`src/rtl/axi_rd_arbiter_pkg.sv`:
```
`default_nettype none
// ============================================================================
// Module      : axi_rd_arbiter_pkg
// Description : Shared types and constants for the AXI read-channel arbiter.
// Revision    : 1.0 - initial release
// ============================================================================
package axi_rd_arbiter_pkg;

    typedef enum logic [0:0] {
        AR_IDLE = 1'b0,
        AR_BUSY = 1'b1
    } ar_state_t;

    localparam logic [3:0] c_id_inst    = 4'd0;
    localparam logic [3:0] c_id_data    = 4'd1;
    localparam logic [1:0] c_burst_incr = 2'b01;
    localparam logic [7:0] c_len_single = 8'd0;

endpackage
`default_nettype wire

```
`src/rtl/axi_rd_arbiter_if.sv`:
```
`default_nettype none
// ============================================================================
// Module      : axi_rd_arbiter_if
// Description : SRAM-like fetch/load ports, write-hazard info and AXI AR/R.
// Revision    : 1.0 - initial release
// ============================================================================
interface axi_rd_arbiter_if;

    logic        inst_req;
    logic [31:0] inst_addr;
    logic [1:0]  inst_size;
    logic        inst_addr_ok;
    logic        inst_data_ok;
    logic [31:0] inst_rdata;

    logic        data_req;
    logic [31:0] data_addr;
    logic [1:0]  data_size;
    logic        data_addr_ok;
    logic        data_data_ok;
    logic [31:0] data_rdata;

    logic        wr_busy;
    logic [31:0] wr_addr;

    logic [3:0]  arid;
    logic [31:0] araddr;
    logic [7:0]  arlen;
    logic [2:0]  arsize;
    logic [1:0]  arburst;
    logic [1:0]  arlock;
    logic [3:0]  arcache;
    logic [2:0]  arprot;
    logic        arvalid;
    logic        arready;

    logic [3:0]  rid;
    logic [31:0] rdata;
    logic [1:0]  rresp;
    logic        rlast;
    logic        rvalid;
    logic        rready;

    // Arbiter side
    modport master (
        input  inst_req, inst_addr, inst_size,
        output inst_addr_ok, inst_data_ok, inst_rdata,
        input  data_req, data_addr, data_size,
        output data_addr_ok, data_data_ok, data_rdata,
        input  wr_busy, wr_addr,
        output arid, araddr, arlen, arsize, arburst, arlock, arcache, arprot, arvalid,
        input  arready,
        input  rid, rdata, rresp, rlast, rvalid,
        output rready
    );

    // Pipeline ports plus AXI slave side
    modport slave (
        output inst_req, inst_addr, inst_size,
        input  inst_addr_ok, inst_data_ok, inst_rdata,
        output data_req, data_addr, data_size,
        input  data_addr_ok, data_data_ok, data_rdata,
        output wr_busy, wr_addr,
        input  arid, araddr, arlen, arsize, arburst, arlock, arcache, arprot, arvalid,
        output arready,
        output rid, rdata, rresp, rlast, rvalid,
        input  rready
    );

endinterface
`default_nettype wire

```
`src/rtl/axi_rd_arbiter_outst_cnt.sv`:
```
`default_nettype none
// ============================================================================
// Module      : axi_rd_arbiter_outst_cnt
// Description : Saturating outstanding-read counter for one AXI ID.
// Revision    : 1.0 - initial release
// ============================================================================
module axi_rd_arbiter_outst_cnt #(
    parameter int MAX = 1
) (
    input  wire logic clk,
    input  wire logic reset,
    input  wire logic i_inc,
    input  wire logic i_dec,
    output logic      o_full,
    output logic      o_empty
);

    localparam logic [1:0] c_max = 2'(MAX);

    logic [1:0] r_cnt;
    logic       w_dec_ok;
    logic       w_up;
    logic       w_dn;

    // A response with nothing outstanding is dropped rather than wrapping.
    assign w_dec_ok = i_dec & (r_cnt != 2'd0);
    assign w_up     = i_inc & ~w_dec_ok & (r_cnt < c_max);
    assign w_dn     = w_dec_ok & ~i_inc;

    always_ff @(posedge clk) begin
        if (reset) begin
            r_cnt <= 2'd0;
        end else if (w_up) begin
            r_cnt <= r_cnt + 2'd1;
        end else if (w_dn) begin
            r_cnt <= r_cnt - 2'd1;
        end
    end

    assign o_full  = (r_cnt >= c_max);
    assign o_empty = (r_cnt == 2'd0);

endmodule
`default_nettype wire

```
`src/rtl/axi_rd_arbiter.sv`:
```
`default_nettype none
// ============================================================================
// Module      : axi_rd_arbiter
// Description : Shares one AXI AR/R channel between fetch and load ports.
// Revision    : 1.0 - initial release
// ============================================================================
module axi_rd_arbiter
    import axi_rd_arbiter_pkg::*;
#(
    parameter int         MAX_OUTST = 1,
    parameter logic [3:0] ID_INST   = c_id_inst,
    parameter logic [3:0] ID_DATA   = c_id_data
) (
    input  wire logic          clk,
    input  wire logic          reset,
    axi_rd_arbiter_if.master   bus
);

    ar_state_t   r_state;
    logic        r_arvalid;
    logic [31:0] r_araddr;
    logic [3:0]  r_arid;
    logic [2:0]  r_arsize;

    logic w_inst_full, w_data_full;
    logic w_inst_empty, w_data_empty;
    logic w_raw_hit, w_inst_ok, w_data_ok_g;
    logic w_idle, w_grant_inst, w_grant_data;
    logic w_ar_hs, w_r_fire, w_r_inst, w_r_data;
    logic w_unused;

    // Load blocked while a write to the same word is still in flight.
    assign w_raw_hit    = bus.wr_busy & (bus.data_addr[31:2] == bus.wr_addr[31:2]);
    assign w_inst_ok    = bus.inst_req & ~w_inst_full;
    assign w_data_ok_g  = bus.data_req & ~w_data_full & ~w_raw_hit;

    assign w_idle       = (r_state == AR_IDLE) & ~reset;
    assign w_grant_data = w_idle & w_data_ok_g;
    assign w_grant_inst = w_idle & ~w_data_ok_g & w_inst_ok;

    assign bus.inst_addr_ok = w_grant_inst;
    assign bus.data_addr_ok = w_grant_data;

    always_ff @(posedge clk) begin
        if (reset) begin
            r_state   <= AR_IDLE;
            r_arvalid <= 1'b0;
            r_araddr  <= 32'd0;
            r_arid    <= 4'd0;
            r_arsize  <= 3'd0;
        end else begin
            case (r_state)
                AR_IDLE: begin
                    if (w_grant_data) begin
                        r_araddr  <= bus.data_addr;
                        r_arsize  <= {1'b0, bus.data_size};
                        r_arid    <= ID_DATA;
                        r_arvalid <= 1'b1;
                        r_state   <= AR_BUSY;
                    end else if (w_grant_inst) begin
                        r_araddr  <= bus.inst_addr;
                        r_arsize  <= {1'b0, bus.inst_size};
                        r_arid    <= ID_INST;
                        r_arvalid <= 1'b1;
                        r_state   <= AR_BUSY;
                    end
                end
                AR_BUSY: begin
                    if (bus.arready) begin
                        r_arvalid <= 1'b0;
                        r_state   <= AR_IDLE;
                    end
                end
                default: r_state <= AR_IDLE;
            endcase
        end
    end

    assign w_ar_hs = r_arvalid & bus.arready;

    assign bus.arid    = r_arid;
    assign bus.araddr  = r_araddr;
    assign bus.arsize  = r_arsize;
    assign bus.arvalid = r_arvalid;
    assign bus.arlen   = c_len_single;
    assign bus.arburst = c_burst_incr;
    assign bus.arlock  = 2'b00;
    assign bus.arcache = 4'b0000;
    assign bus.arprot  = 3'b000;
    assign bus.rready  = 1'b1;

    // Single-beat reads: the last beat is the whole response, routed by rid.
    assign w_r_fire = bus.rvalid & bus.rlast & ~reset;
    assign w_r_inst = w_r_fire & (bus.rid == ID_INST);
    assign w_r_data = w_r_fire & (bus.rid == ID_DATA);

    assign bus.inst_data_ok = w_r_inst;
    assign bus.inst_rdata   = bus.rdata;
    assign bus.data_data_ok = w_r_data;
    assign bus.data_rdata   = bus.rdata;

    axi_rd_arbiter_outst_cnt #(.MAX(MAX_OUTST)) u_cnt_inst (
        .clk     (clk),
        .reset   (reset),
        .i_inc   (w_ar_hs & (r_arid == ID_INST)),
        .i_dec   (w_r_inst),
        .o_full  (w_inst_full),
        .o_empty (w_inst_empty)
    );

    axi_rd_arbiter_outst_cnt #(.MAX(MAX_OUTST)) u_cnt_data (
        .clk     (clk),
        .reset   (reset),
        .i_inc   (w_ar_hs & (r_arid == ID_DATA)),
        .i_dec   (w_r_data),
        .o_full  (w_data_full),
        .o_empty (w_data_empty)
    );

    assign w_unused = ^{bus.rresp, bus.wr_addr[1:0], w_inst_empty, w_data_empty};

endmodule
`default_nettype wire

```
`src/flat_wrapper.sv`:
```
// flat-port wrapper written by rule: the top's interface ports become plain ports
module axi_rd_arbiter_flat import axi_rd_arbiter_pkg::*;
#(
    parameter int         MAX_OUTST = 1,
    parameter logic [3:0] ID_INST   = c_id_inst,
    parameter logic [3:0] ID_DATA   = c_id_data
)
  (clk, reset, bus_inst_req, bus_inst_addr, bus_inst_size, bus_inst_addr_ok, bus_inst_data_ok, bus_inst_rdata, bus_data_req, bus_data_addr, bus_data_size, bus_data_addr_ok, bus_data_data_ok, bus_data_rdata, bus_wr_busy, bus_wr_addr, bus_arid, bus_araddr, bus_arlen, bus_arsize, bus_arburst, bus_arlock, bus_arcache, bus_arprot, bus_arvalid, bus_arready, bus_rid, bus_rdata, bus_rresp, bus_rlast, bus_rvalid, bus_rready);
  axi_rd_arbiter_if bus_i ();
  input  wire logic clk;
  input  wire logic reset;
  input wire logic [$bits(bus_i.inst_req)-1:0] bus_inst_req;
  input wire logic [$bits(bus_i.inst_addr)-1:0] bus_inst_addr;
  input wire logic [$bits(bus_i.inst_size)-1:0] bus_inst_size;
  output wire logic [$bits(bus_i.inst_addr_ok)-1:0] bus_inst_addr_ok;
  output wire logic [$bits(bus_i.inst_data_ok)-1:0] bus_inst_data_ok;
  output wire logic [$bits(bus_i.inst_rdata)-1:0] bus_inst_rdata;
  input wire logic [$bits(bus_i.data_req)-1:0] bus_data_req;
  input wire logic [$bits(bus_i.data_addr)-1:0] bus_data_addr;
  input wire logic [$bits(bus_i.data_size)-1:0] bus_data_size;
  output wire logic [$bits(bus_i.data_addr_ok)-1:0] bus_data_addr_ok;
  output wire logic [$bits(bus_i.data_data_ok)-1:0] bus_data_data_ok;
  output wire logic [$bits(bus_i.data_rdata)-1:0] bus_data_rdata;
  input wire logic [$bits(bus_i.wr_busy)-1:0] bus_wr_busy;
  input wire logic [$bits(bus_i.wr_addr)-1:0] bus_wr_addr;
  output wire logic [$bits(bus_i.arid)-1:0] bus_arid;
  output wire logic [$bits(bus_i.araddr)-1:0] bus_araddr;
  output wire logic [$bits(bus_i.arlen)-1:0] bus_arlen;
  output wire logic [$bits(bus_i.arsize)-1:0] bus_arsize;
  output wire logic [$bits(bus_i.arburst)-1:0] bus_arburst;
  output wire logic [$bits(bus_i.arlock)-1:0] bus_arlock;
  output wire logic [$bits(bus_i.arcache)-1:0] bus_arcache;
  output wire logic [$bits(bus_i.arprot)-1:0] bus_arprot;
  output wire logic [$bits(bus_i.arvalid)-1:0] bus_arvalid;
  input wire logic [$bits(bus_i.arready)-1:0] bus_arready;
  input wire logic [$bits(bus_i.rid)-1:0] bus_rid;
  input wire logic [$bits(bus_i.rdata)-1:0] bus_rdata;
  input wire logic [$bits(bus_i.rresp)-1:0] bus_rresp;
  input wire logic [$bits(bus_i.rlast)-1:0] bus_rlast;
  input wire logic [$bits(bus_i.rvalid)-1:0] bus_rvalid;
  output wire logic [$bits(bus_i.rready)-1:0] bus_rready;
  assign bus_i.inst_req = bus_inst_req;
  assign bus_i.inst_addr = bus_inst_addr;
  assign bus_i.inst_size = bus_inst_size;
  assign bus_inst_addr_ok = bus_i.inst_addr_ok;
  assign bus_inst_data_ok = bus_i.inst_data_ok;
  assign bus_inst_rdata = bus_i.inst_rdata;
  assign bus_i.data_req = bus_data_req;
  assign bus_i.data_addr = bus_data_addr;
  assign bus_i.data_size = bus_data_size;
  assign bus_data_addr_ok = bus_i.data_addr_ok;
  assign bus_data_data_ok = bus_i.data_data_ok;
  assign bus_data_rdata = bus_i.data_rdata;
  assign bus_i.wr_busy = bus_wr_busy;
  assign bus_i.wr_addr = bus_wr_addr;
  assign bus_arid = bus_i.arid;
  assign bus_araddr = bus_i.araddr;
  assign bus_arlen = bus_i.arlen;
  assign bus_arsize = bus_i.arsize;
  assign bus_arburst = bus_i.arburst;
  assign bus_arlock = bus_i.arlock;
  assign bus_arcache = bus_i.arcache;
  assign bus_arprot = bus_i.arprot;
  assign bus_arvalid = bus_i.arvalid;
  assign bus_i.arready = bus_arready;
  assign bus_i.rid = bus_rid;
  assign bus_i.rdata = bus_rdata;
  assign bus_i.rresp = bus_rresp;
  assign bus_i.rlast = bus_rlast;
  assign bus_i.rvalid = bus_rvalid;
  assign bus_rready = bus_i.rready;
  axi_rd_arbiter #(.MAX_OUTST(MAX_OUTST), .ID_INST(ID_INST), .ID_DATA(ID_DATA)) u_core (.clk(clk), .reset(reset), .bus(bus_i));
endmodule
```
`config.mk`:
```
export PLATFORM = sky130hd
export DESIGN_NAME = axi_rd_arbiter_flat
export DESIGN_NICKNAME = d
export VERILOG_FILES = /design/src/rtl/axi_rd_arbiter_pkg.sv /design/src/rtl/axi_rd_arbiter_if.sv /design/src/rtl/axi_rd_arbiter_outst_cnt.sv /design/src/rtl/axi_rd_arbiter.sv /design/src/flat_wrapper.sv
export SDC_FILE = /design/constraint.sdc
export NUM_CORES = 1
export LEC_CHECK = 0
export CAP_MARGIN = 30
export CORE_AREA = 2 2 107 109
export CTS_BUF_LIST = sky130_fd_sc_hd__clkbuf_8
export CTS_CLUSTER_SIZE = 40
export DETAILED_ROUTE_END_ITERATION = 6
export DIE_AREA = 0 0 109 111
export PLACE_DENSITY = 0.71
export SYNTH_ARGS = -nofsm -noshare
export SYNTH_HDL_FRONTEND = slang
export SYNTH_SLANG_ARGS = --single-unit
```
`constraint.sdc`:
```
create_clock -name clk -period 2.72 [get_ports clk]
set_input_delay 0.544 -clock clk [delete_from_list [all_inputs] [get_ports clk]]
set_output_delay 0.544 -clock clk [all_outputs]
set_load 0.05 [all_outputs]
```
==> results.cfg, run 1 <==
[status]
status = finished clean

[timing]
max-slew-margin-rel_pct = 64.4
drv_slew = 0
fmax_ghz = 0.378
hold_slack_ns = 0.528
fin_crit_sh_pct = 97.4
setup_violations = 0
layout_setup_ws_ns = 0.0714
worst_clock_skew_ns = 0.00406
rsz0062_at_grt = false
worstMarginPinSlew_ns = 0.532
hold_viol = 0
period_needed_ns = 2.65

[synthesis]
synth_compound_area_share_pct = 22.9
synthCells = 360
netlist_area_um2 = 3050
syn_avg_cell_area_um2 = 8.48
synth_adder_area_share_pct = 1.23
synth_warnings = 0
synth_xor_area_share_pct = 9.18
synth_mux_area_share_pct = 1.31
synth_top_family_by_area = buffers and inverters
yosysSeqAreaShare_pct = 26.9
ys_types = 32
ys_ff_latch = 41
synth-simple-area-share_pct = 9.91

[pwr]
powerDensity_nw_per_um2 = 466
p_leak_nw = 1.89
vdd_drop_max_v = 0.000258

[setup_path]
start_kind = input port
crit_fanout = 2
required_ns = 2.18
cp.arrival_ns = 2.10
end_kind = output pin
worst-setup-path-type = input port to output pin

[floorplan]
core-area_um2 = 11100
fp.dieH_um = 111
io_pins = 274
fp-row-count = 39
die_x_um = 109
initial_core_util_pct = 27.6
dieArea_um2 = 12100

[routing]
ant_nets = 0
vias_per_cell = 4.67
first_pass_iters = 4
wirelength_mm = 9.28
routedWlPerCell_um = 15.4
drt_iter0_markers = 119
drc = 0
dr_total_vias = 2818

[grt]
grt-ovfl-total = 0
grt_usage_pct = 14.6
antenna_found_initial = 0
grt_max_degree = 45
grt_pass1_vias = 2711
grt_pass1_wl_mm = 13.9

[clock_tree]
clockBufferDepth = 2
clock_latency_ns = 0.29
clkTransAtPathRegs_ns = 0.09
cts.sink_count = 41
htreeDepth = 2
cts_buffers = 5
holdBufCountCts = 0
clockRootBuffer = clkbuf_8
cts_tree = built

[place]
place_area_um2 = 4350
gp_congestion = 0.865
place_ws_ns = -0.466
hpwl_mm = 7.15
portBuffers = 149
dp.cells = 595

[finish]
stdcell_count = 603
design_area_um2 = 4430
multi_input_area_um2 = 1530
drive_gt1_share_pct = 23.7
diodes = 0
nNetsFinal = 609
final.fill_count = 1128
seq_area_um2 = 821
syn_to_final_growth_pct = 45.0

[hold_path]
hold_path.class = flop to flop

[flow_run]
cap_violations = 0
==> power breakdown <==
part	switching (W)	total [W]	internal, W	leakage [nW]
clock network	0.000229	0.000496	0.000267	0.0540
logic	0.000505	0.000873	0.000367	1.50
registers	0.0000349	0.000695	0.000660	0.339
total	0.000769	0.00206	0.00130	1.89
==> stage by stage <==
| step | setup TNS [ns] | power, W | utilization [%] |
|---|---|---|---|
| floorplan | 0 | 0.00149 | - |
| global placement | -10.61 | 0.00159 | 39.2 |
| detailed placement | -12.17 | 0.00160 | 39.2 |
| CTS | 0 | 0.00208 | 40.2 |
| global route | 0 | 0.00216 | 40.0 |
| finish | 0 | 0.00206 | 40.0 |
==> worst paths after layout <==
check                                  start                         end  slack, ns  cells after the start
hold / removal    u_core.u_cnt_inst.r_cnt[0]  u_core.u_cnt_inst.r_cnt[0]       0.53                      2
setup reg to reg  u_core.u_cnt_data.r_cnt[0]        u_core.bus.araddr[3]       0.79                      8
hold reg to reg   u_core.u_cnt_inst.r_cnt[0]  u_core.u_cnt_inst.r_cnt[0]       0.53                      2
setup / recovery                 bus_wr_busy            bus_inst_addr_ok       0.07                      6
==> cells in the mapped netlist <==
library cell	n	area [um2]
a211oi_1	2	15.0
a21bo_2	14	140
a21oi_1	3	15.0
a311oi_1	14	123
a31oi_1	21	131
and2_1	2	12.5
and3_1	2	12.5
buf_2	9	45.0
buf_4	91	683
clkbuf_1	11	41.3
conb_1	2	7.51
dfxtp_1	41	821
ha_1	3	37.5
inv_1	26	97.6
mux2i_1	4	40.0
nand2_1	2	7.51
nand2b_1	2	12.5
nand3_1	17	85.1
nand4_1	5	31.3
nor2_1	24	90.1
nor3_1	3	15.0
nor4_1	4	25.0
o211ai_4	1	21.3
o21a_1	1	7.51
o21ai_1	1	5.00
o21ai_2	1	8.76
o221a_1	2	22.5
o221a_2	18	203
o22ai_1	1	6.26
or4_4	1	11.3
xnor2_1	17	149
xor2_1	15	131
==> what timing repair did <==
action                                 CTS  global route
setup endpoints to repair               28             2
pin swaps                               27            21
buffers inserted                         1             0
gates cloned                             0             0
resized for setup                       86            31
endpoints found under the hold margin    0             0
==> cells in the final DEF (no fill, tap or decap), types with 4 or more instances in the layout <==
cell	n
a311oi_1	14
inv_1	26
nand3_1	17
o221a_2	18
clkdlybuf4s50_1	85
xnor2_2	6
buf_12	6
buf_2	6
xnor2_1	11
buf_4	29
nor2_1	23
dlygate4sd2_1	34
nand4_1	5
clkbuf_8	5
dfxtp_1	41
clkdlybuf4s15_1	7
a31oi_1	21
mux2i_1	4
conb_1	24
xor2_1	14
clkbuf_2	10
a21bo_2	14
==> critical path, cell delays in order <==
cell             delay, ns
clkdlybuf4s50_1       0.46
nand4_1               0.12
or4_4                 0.49
o21ai_4               0.18
and2_4                0.18
buf_12                0.13
==> layout make-up <==
cell class | instances | area share (%)
Timing Repair Buffer | 182 | 38.3
Multi-Input combinational cell | 204 | 34.6
Sequential cell | 41 | 18.5
Tap cell | 143 | 4.04
Inverter | 26 | 2.20
Clock buffer | 5 | 1.55
Clock inverter | 2 | 0.791
==> flip-flops by register name (all words and copies together), names as in the netlist <==
signal / cells
u_core.r_state: 1
u_core.bus.arvalid: 1
u_core.bus.araddr: 32
u_core.u_cnt_inst.r_cnt: 2
u_core.bus.arsize: 2
u_core.bus.arid: 1
u_core.u_cnt_data.r_cnt: 2
==> per-layer routing <==
layer	track usage, %	share of wire, %	routed length, um	up-vias
met5	0	0	0	-
met4	4.62	1.7	162	0
met1	17.0	40	3750	1332
li1	-	-	-	1342
met2	25.9	50	4640	121
met3	3.23	7.8	724	23
==> kinds of logic after synthesis <==
family | count (synthesis)
flip-flops | 41
multiplexers | 4
adder cells (fa/ha/maj) | 3
AND/OR/NAND/NOR | 62
buffers and inverters | 137
XOR/XNOR | 32
other | 2
AO/OA/AOI/OAI | 79
(Power assumes the default switching activity.)
==> run 2: changes to the inputs <==
--- a/config.mk
+++ b/config.mk
@@ -6,12 +6,14 @@
 export NUM_CORES = 1
 export LEC_CHECK = 0
 export CAP_MARGIN = 30
-export CORE_AREA = 2 2 107 109
+export CORE_ASPECT_RATIO = 0.75
+export CORE_MARGIN = 1.5
+export CORE_UTILIZATION = 30
 export CTS_BUF_LIST = sky130_fd_sc_hd__clkbuf_8
 export CTS_CLUSTER_SIZE = 40
 export DETAILED_ROUTE_END_ITERATION = 6
-export DIE_AREA = 0 0 109 111
-export PLACE_DENSITY = 0.71
+export PLACE_DENSITY = 0.77
 export SYNTH_ARGS = -nofsm -noshare
 export SYNTH_HDL_FRONTEND = slang
+export SYNTH_HIERARCHICAL = 1
 export SYNTH_SLANG_ARGS = --single-unit
==> constraint.sdc (replaced) <==
create_clock -name clk -period 2.4 [get_ports clk]
set_input_delay 0.48 -clock clk [delete_from_list [all_inputs] [get_ports clk]]
set_output_delay 0.48 -clock clk [all_outputs]
set_load 0.05 [all_outputs]
==> results.cfg, run 2 <==
[routing]
ant_nets = 0
wirelength_mm = 10.3
dr_total_vias = 2820
drc = 0
routedWlPerCell_um = 16.9
first_pass_iters = 4
drt_iter0_markers = 140
vias_per_cell = 4.62

[synthesis]
synth_compound_area_share_pct = 13.5
synth_mux_area_share_pct = 1.95
synth_warnings = 6
synth_top_area_share_pct = 25.6
async_flop_share_pct = 0
synth-simple-area-share_pct = 24.0
netlist_area_um2 = 3210
yosys.cell_count.top_type = buf_4
synth_xor_area_share_pct = 8.20
synth_area_leaders = dfxtp_1 26%, buf_4 21%, a221o_1 11%
synth-edff-count = 0
synth_adder_area_share_pct = 1.56
synthCells = 381
synthTopCellsByCount = 90 x buf_4, 41 x dfxtp_1, 41 x nor2_1, 40 x nand2_1, 34 x a221o_1
yosysSeqAreaShare_pct = 25.6
ys.flop_type = dfxtp_1
synth_top_family_by_area = buffers and inverters
syn_avg_cell_area_um2 = 8.41
ys_types = 37
yosysTopAreaCell = dfxtp_1
ys_ff_latch = 41

[pwr]
sw_frac_of_total_pct = 37.5
vdd_drop_max_v = 0.000301
clock_power_share_pct = 23.6
power_frac_comb_pct = 43.5
powerDensity_nw_per_um2 = 510
power.switching_w = 0.000899
p_int_w = 0.00150
seqPwrFrac_pct = 32.9
p_leak_nw = 2.04

[clock_tree]
htreeDepth = 2
clockBufferDepth = 2
cts.sink_count = 41
cts_buffers = 5
clock_latency_ns = 0.30
clkTransAtPathRegs_ns = 0.09
cts_tree = built
clockRootBuffer = clkbuf_8

[grt]
antenna_found_initial = 0
grt_pass1_wl_mm = 15.3
grt_usage_pct = 17.7
grt-ovfl-total = 0
use_met2_pct = 30.0
grt_max_degree = 23
grt_util_met3_pct = 6.34
grt.met1_usage_pct = 20.6
top_usage_layer = met2
grt_pass1_vias = 2999

[floorplan]
io_pins = 274
core-area_um2 = 10300
dieArea_um2 = 11300
fp.dieH_um = 92.5
initial_core_util_pct = 31.0
die_x_um = 122
fp-row-count = 32

[finish]
diodes = 0
syn_to_final_growth_pct = 46.5
final_common_cell = clkdlybuf4s50_1
largest_register_ffs = 32
design_area_um2 = 4700
nNetsFinal = 625
stdcell_count = 611
drive_gt1_share_pct = 28.6
final_cell_mix = 83 x clkdlybuf4s50_1, 41 x dfxtp_1, 40 x nand2_1, 40 x nor2_1, 34 x a221o_1

[setup_path]
path_cells = buf_8, xnor2_4, nand4_1, nor4_4, a21oi_4, nor4_4, buf_12
cp_top_family = simple AND/OR/NAND/NOR gates
end_kind = output pin
crit_buf_inv = 2
cp_slowest_stage_delay_ns = 0.38
worst-setup-path-type = input port to output pin
required_ns = 1.92
crit_slowest_cell = nor4_4
start_kind = input port
cp.arrival_ns = 1.94
cpMostUsedCell = nor4_4
crit_fanout = 2

[status]
violations = negative setup slack
status = finished with violations

[place]
hpwl_mm = 7.87
gp_congestion = 0.743
dp.cells = 605
place_area_um2 = 4430
portBuffers = 149

[timing]
fin_crit_sh_pct = 101
setup_violations = 1
worst_clock_skew_ns = 0.00580
hold_slack_ns = 0.517
layout_setup_ws_ns = -0.0208
period_needed_ns = 2.42
worstMarginPinSlew_ns = 0.534
max-slew-margin-rel_pct = 64.3
drv_slew = 0
rsz0062_at_grt = true
hold_viol = 0
fmax_ghz = 0.413

[flow_run]
cap_violations = 0

[hold_path]
hold_path.class = flop to flop
[run 2: worst reg2reg max path: cells and delay by family, from the launching register on]
kind	cells	cell delay, ns
compound gates	2	0.51
fa+ha+maj	1	0.15
buf+inv	6	0.73
flops	1	0.33
simple gates	2	0.41
[run 2: cell families (layout without fill, tap and decap cells)]
family / count (synthesis) / after routing
other cells: 2 / 24
mux: 6 / 6
flops: 41 / 41
simple gates: 140 / 140
compound gates: 44 / 44
xor+xnor: 30 / 30
fa+ha+maj: 4 / 4
buf+inv: 114 / 186
[run 2: worst paths after layout]
path | start | endpoint | cells after the start | slack [ns]
setup / recovery | bus_wr_addr[29] | bus_inst_addr_ok | 7 | -0.02
hold / removal | u_core/bus.arid[0] | u_core/bus.arid[0] | 1 | 0.52
setup reg to reg | u_core/u_cnt_data/r_cnt[0] | u_core/bus.araddr[30] | 11 | 0.14
hold reg to reg | u_core/bus.arid[0] | u_core/bus.arid[0] | 1 | 0.52
[run 2: power groups by stage]
stage,clock [W],sequential (W),combinational [W]
after floorplan,0,0.00100,0.000682
after global placement,0,0.000801,0.000977
after detailed placement,0,0.000804,0.000994
after CTS,0.000588,0.000789,0.000990
after global routing,0.000617,0.000798,0.00110
final,0.000566,0.000788,0.00104
[run 2: cell type report]
type	count	area, um2
inverter	8	30.0
clock buffer	5	68.8
timing repair buffer	171	1570
clock inverter	2	35.0
multi-input combinational	248	2010
sequential	41	821
fill	1004	5630
tap	136	170
[run 2: repair_timing]
item / in CTS / in global routing
setup buffers: 2 / 1
pin swaps: 41 / 42
hold buffers: 0 / 0
gates resized for setup: 178 / 105
endpoints found under the setup margin: 36 / 23
[run 2: per-layer routing]
layer  wire length (um)  vias to the layer above
li1                   -                     1358
met5                  0                        -
met4                142                        0
met3                931                       17
met2               5020                      126
met1               4210                     1319
[run 2: per-stage QoR]
step | util [%] | setup WS, ns | total power [W] | TNS, ns
final | 45.5 | -0.0208 | 0.00240 | -0.0208
after global routing | 45.5 | -0.111 | 0.00252 | -0.120
after CTS | 43.9 | 0.000861 | 0.00237 | 0
after detailed placement | 42.9 | -0.659 | 0.00180 | -22.36
after global placement | 42.9 | -0.618 | 0.00178 | -21.61
after floorplan | - | -0.0210 | 0.00168 | -0.0232
==> run 3: changes to the inputs <==
--- a/config.mk
+++ b/config.mk
@@ -8,11 +8,12 @@
 export CAP_MARGIN = 30
 export CORE_ASPECT_RATIO = 0.75
 export CORE_MARGIN = 1.5
-export CORE_UTILIZATION = 30
+export CORE_UTILIZATION = 33
 export CTS_BUF_LIST = sky130_fd_sc_hd__clkbuf_8
 export CTS_CLUSTER_SIZE = 40
 export DETAILED_ROUTE_END_ITERATION = 6
-export PLACE_DENSITY = 0.77
+export MAX_ROUTING_LAYER = met4
+export PLACE_DENSITY = 0.8
 export SYNTH_ARGS = -nofsm -noshare
 export SYNTH_HDL_FRONTEND = slang
 export SYNTH_HIERARCHICAL = 1
==> constraint.sdc (replaced) <==
create_clock -name clk -period 2.7 [get_ports clk]
set_input_delay 0.54 -clock clk [delete_from_list [all_inputs] [get_ports clk]]
set_output_delay 0.54 -clock clk [all_outputs]
set_load 0.05 [all_outputs]
==> results.cfg, run 3 (synthesis gave the netlist of run 2 again) <==
[status]
status = finished clean

[setup_path]
crit_slowest_cell = a2111oi_4
cpMostUsedCell = buf_4
cp.arrival_ns = 2.09
end_kind = output pin
path_cells = dlygate4sd2_1, xnor2_1, nand4_1, nor4_4, buf_4, buf_4, a2111oi_4, buf_12
cp_slowest_stage_delay_ns = 0.42
start_kind = input port
crit_buf_inv = 4
cp_top_family = buffers and inverters
crit_fanout = 2
required_ns = 2.16
worst-setup-path-type = input port to output pin

[clock_tree]
clock_latency_ns = 0.29
clockBufferDepth = 2
holdBufCountCts = 0
cts_buffers = 5
cts.sink_count = 41
clockRootBuffer = clkbuf_8
cts_tree = built
clkTransAtPathRegs_ns = 0.09
htreeDepth = 2

[pwr]
clock_power_share_pct = 25.3
power_frac_comb_pct = 41.2
seqPwrFrac_pct = 33.5
sw_frac_of_total_pct = 36.9
power.switching_w = 0.000772
p_leak_nw = 2.02
p_int_w = 0.00132
vdd_drop_max_v = 0.000219
powerDensity_nw_per_um2 = 462

[finish]
final_cell_mix = 83 x clkdlybuf4s50_1, 41 x dfxtp_1, 40 x nand2_1, 40 x nor2_1, 34 x a221o_1
drive_gt1_share_pct = 18.7
syn_to_final_growth_pct = 41.2
final_common_cell = clkdlybuf4s50_1
stdcell_count = 604
largest_register_ffs = 32
nNetsFinal = 625
final_core_util_pct = 49.0
final.fill_count = 924
diodes = 0

[grt]
grt_pass1_vias = 2895
grt-ovfl-total = 0
grt_pass1_wl_mm = 14.2
grt_max_degree = 35
grt_usage_pct = 18.6
antenna_found_initial = 0

[flow_run]
cap_violations = 0

[routing]
routedWlPerCell_um = 16.0
drt_iter0_markers = 140
drc = 0
wirelength_mm = 9.66
first_pass_iters = 4
ant_nets = 0
vias_per_cell = 4.74
dr_total_vias = 2862

[floorplan]
initial_core_util_pct = 34.7
io_pins = 274
fp.dieH_um = 88.4
fp-row-count = 30
die_x_um = 117
core-area_um2 = 9230
dieArea_um2 = 10300

[timing]
period_needed_ns = 2.63
max-slew-margin-rel_pct = 62.7
rsz0062_at_grt = false
setup_violations = 0
worstMarginPinSlew_ns = 0.558
fmax_ghz = 0.381
fin_crit_sh_pct = 97.2
hold_slack_ns = 0.521
drv_slew = 0
hold_viol = 0
worst_clock_skew_ns = 0.00701

[place]
hpwl_mm = 7.53
portBuffers = 149
gp_congestion = 0.754
dp.cells = 594

[hold_path]
hold_path.class = flop to flop
[run 3: final timing paths]
path	from	end	slack [ns]	cells past startpoint
min	u_core/bus.arid[0]	u_core/bus.arid[0]	0.52	1
max reg2reg	u_core/u_cnt_data/r_cnt[0]	u_core/bus.araddr[26]	0.31	9
max	bus_data_addr[8]	bus_data_addr_ok	0.07	8
min reg2reg	u_core/bus.arid[0]	u_core/bus.arid[0]	0.52	1
[run 3: worst reg2reg max path: cells and delay by family, from the launching register on]
family	cells	cell delay (ns)
buffers and inverters	4	0.65
AO/OA/AOI/OAI	2	0.63
AND/OR/NAND/NOR	2	0.45
flip-flops	1	0.32
adder cells (fa/ha/maj)	1	0.23
[run 3: final cells by class]
| cell class | instances | area, um2 | area share [%] |
|---|---|---|---|
| Clock inverter | 2 | 33.8 | 0.746 |
| Clock buffer | 6 | 82.6 | 1.82 |
| Multi-Input combinational cell | 248 | 1820 | 40.1 |
| Timing Repair Buffer | 171 | 1580 | 35.0 |
| Inverter | 8 | 30.0 | 0.664 |
| Tap cell | 128 | 160 | 3.54 |
| Sequential cell | 41 | 821 | 18.1 |
[run 3: layer usage]
metal,wire [um],vias up,track usage (%)
met3,880,14,4.93
met5,0,-,-
li1,-,1357,-
met2,4600,153,31.9
met1,4150,1338,21.6
met4,42,0,4.82
[run 3: power by group through the flow]
stage | Clock [W] | Combinational [W] | Sequential (W)
2_1_floorplan | 0 | 0.000606 | 0.000890
3_3_place_gp | 0 | 0.000862 | 0.000712
3_5_place_dp | 0 | 0.000876 | 0.000714
4_1_cts | 0.000547 | 0.000866 | 0.000701
5_1_grt | 0.000580 | 0.000912 | 0.000707
6_report | 0.000529 | 0.000863 | 0.000701
[run 3: what timing repair did]
item,CTS,global route
cloned,0,0
setup buffers,3,1
hold endpoints to repair,0,0
setup endpoints to repair,36,6
pin swaps,36,35
gates resized for setup,66,63
[run 3: metrics by stage]
stage               power [W]  worst slack, ns  TNS, ns  instance area, um2
floorplan             0.00150            0.159        0                3320
global placement      0.00157           -0.375   -12.09                4390
detailed placement    0.00159           -0.415   -14.19                4390
CTS                   0.00211          0.00771        0                4540
global route          0.00220          0.00123        0                4530
finish                0.00209           0.0746        0                4530
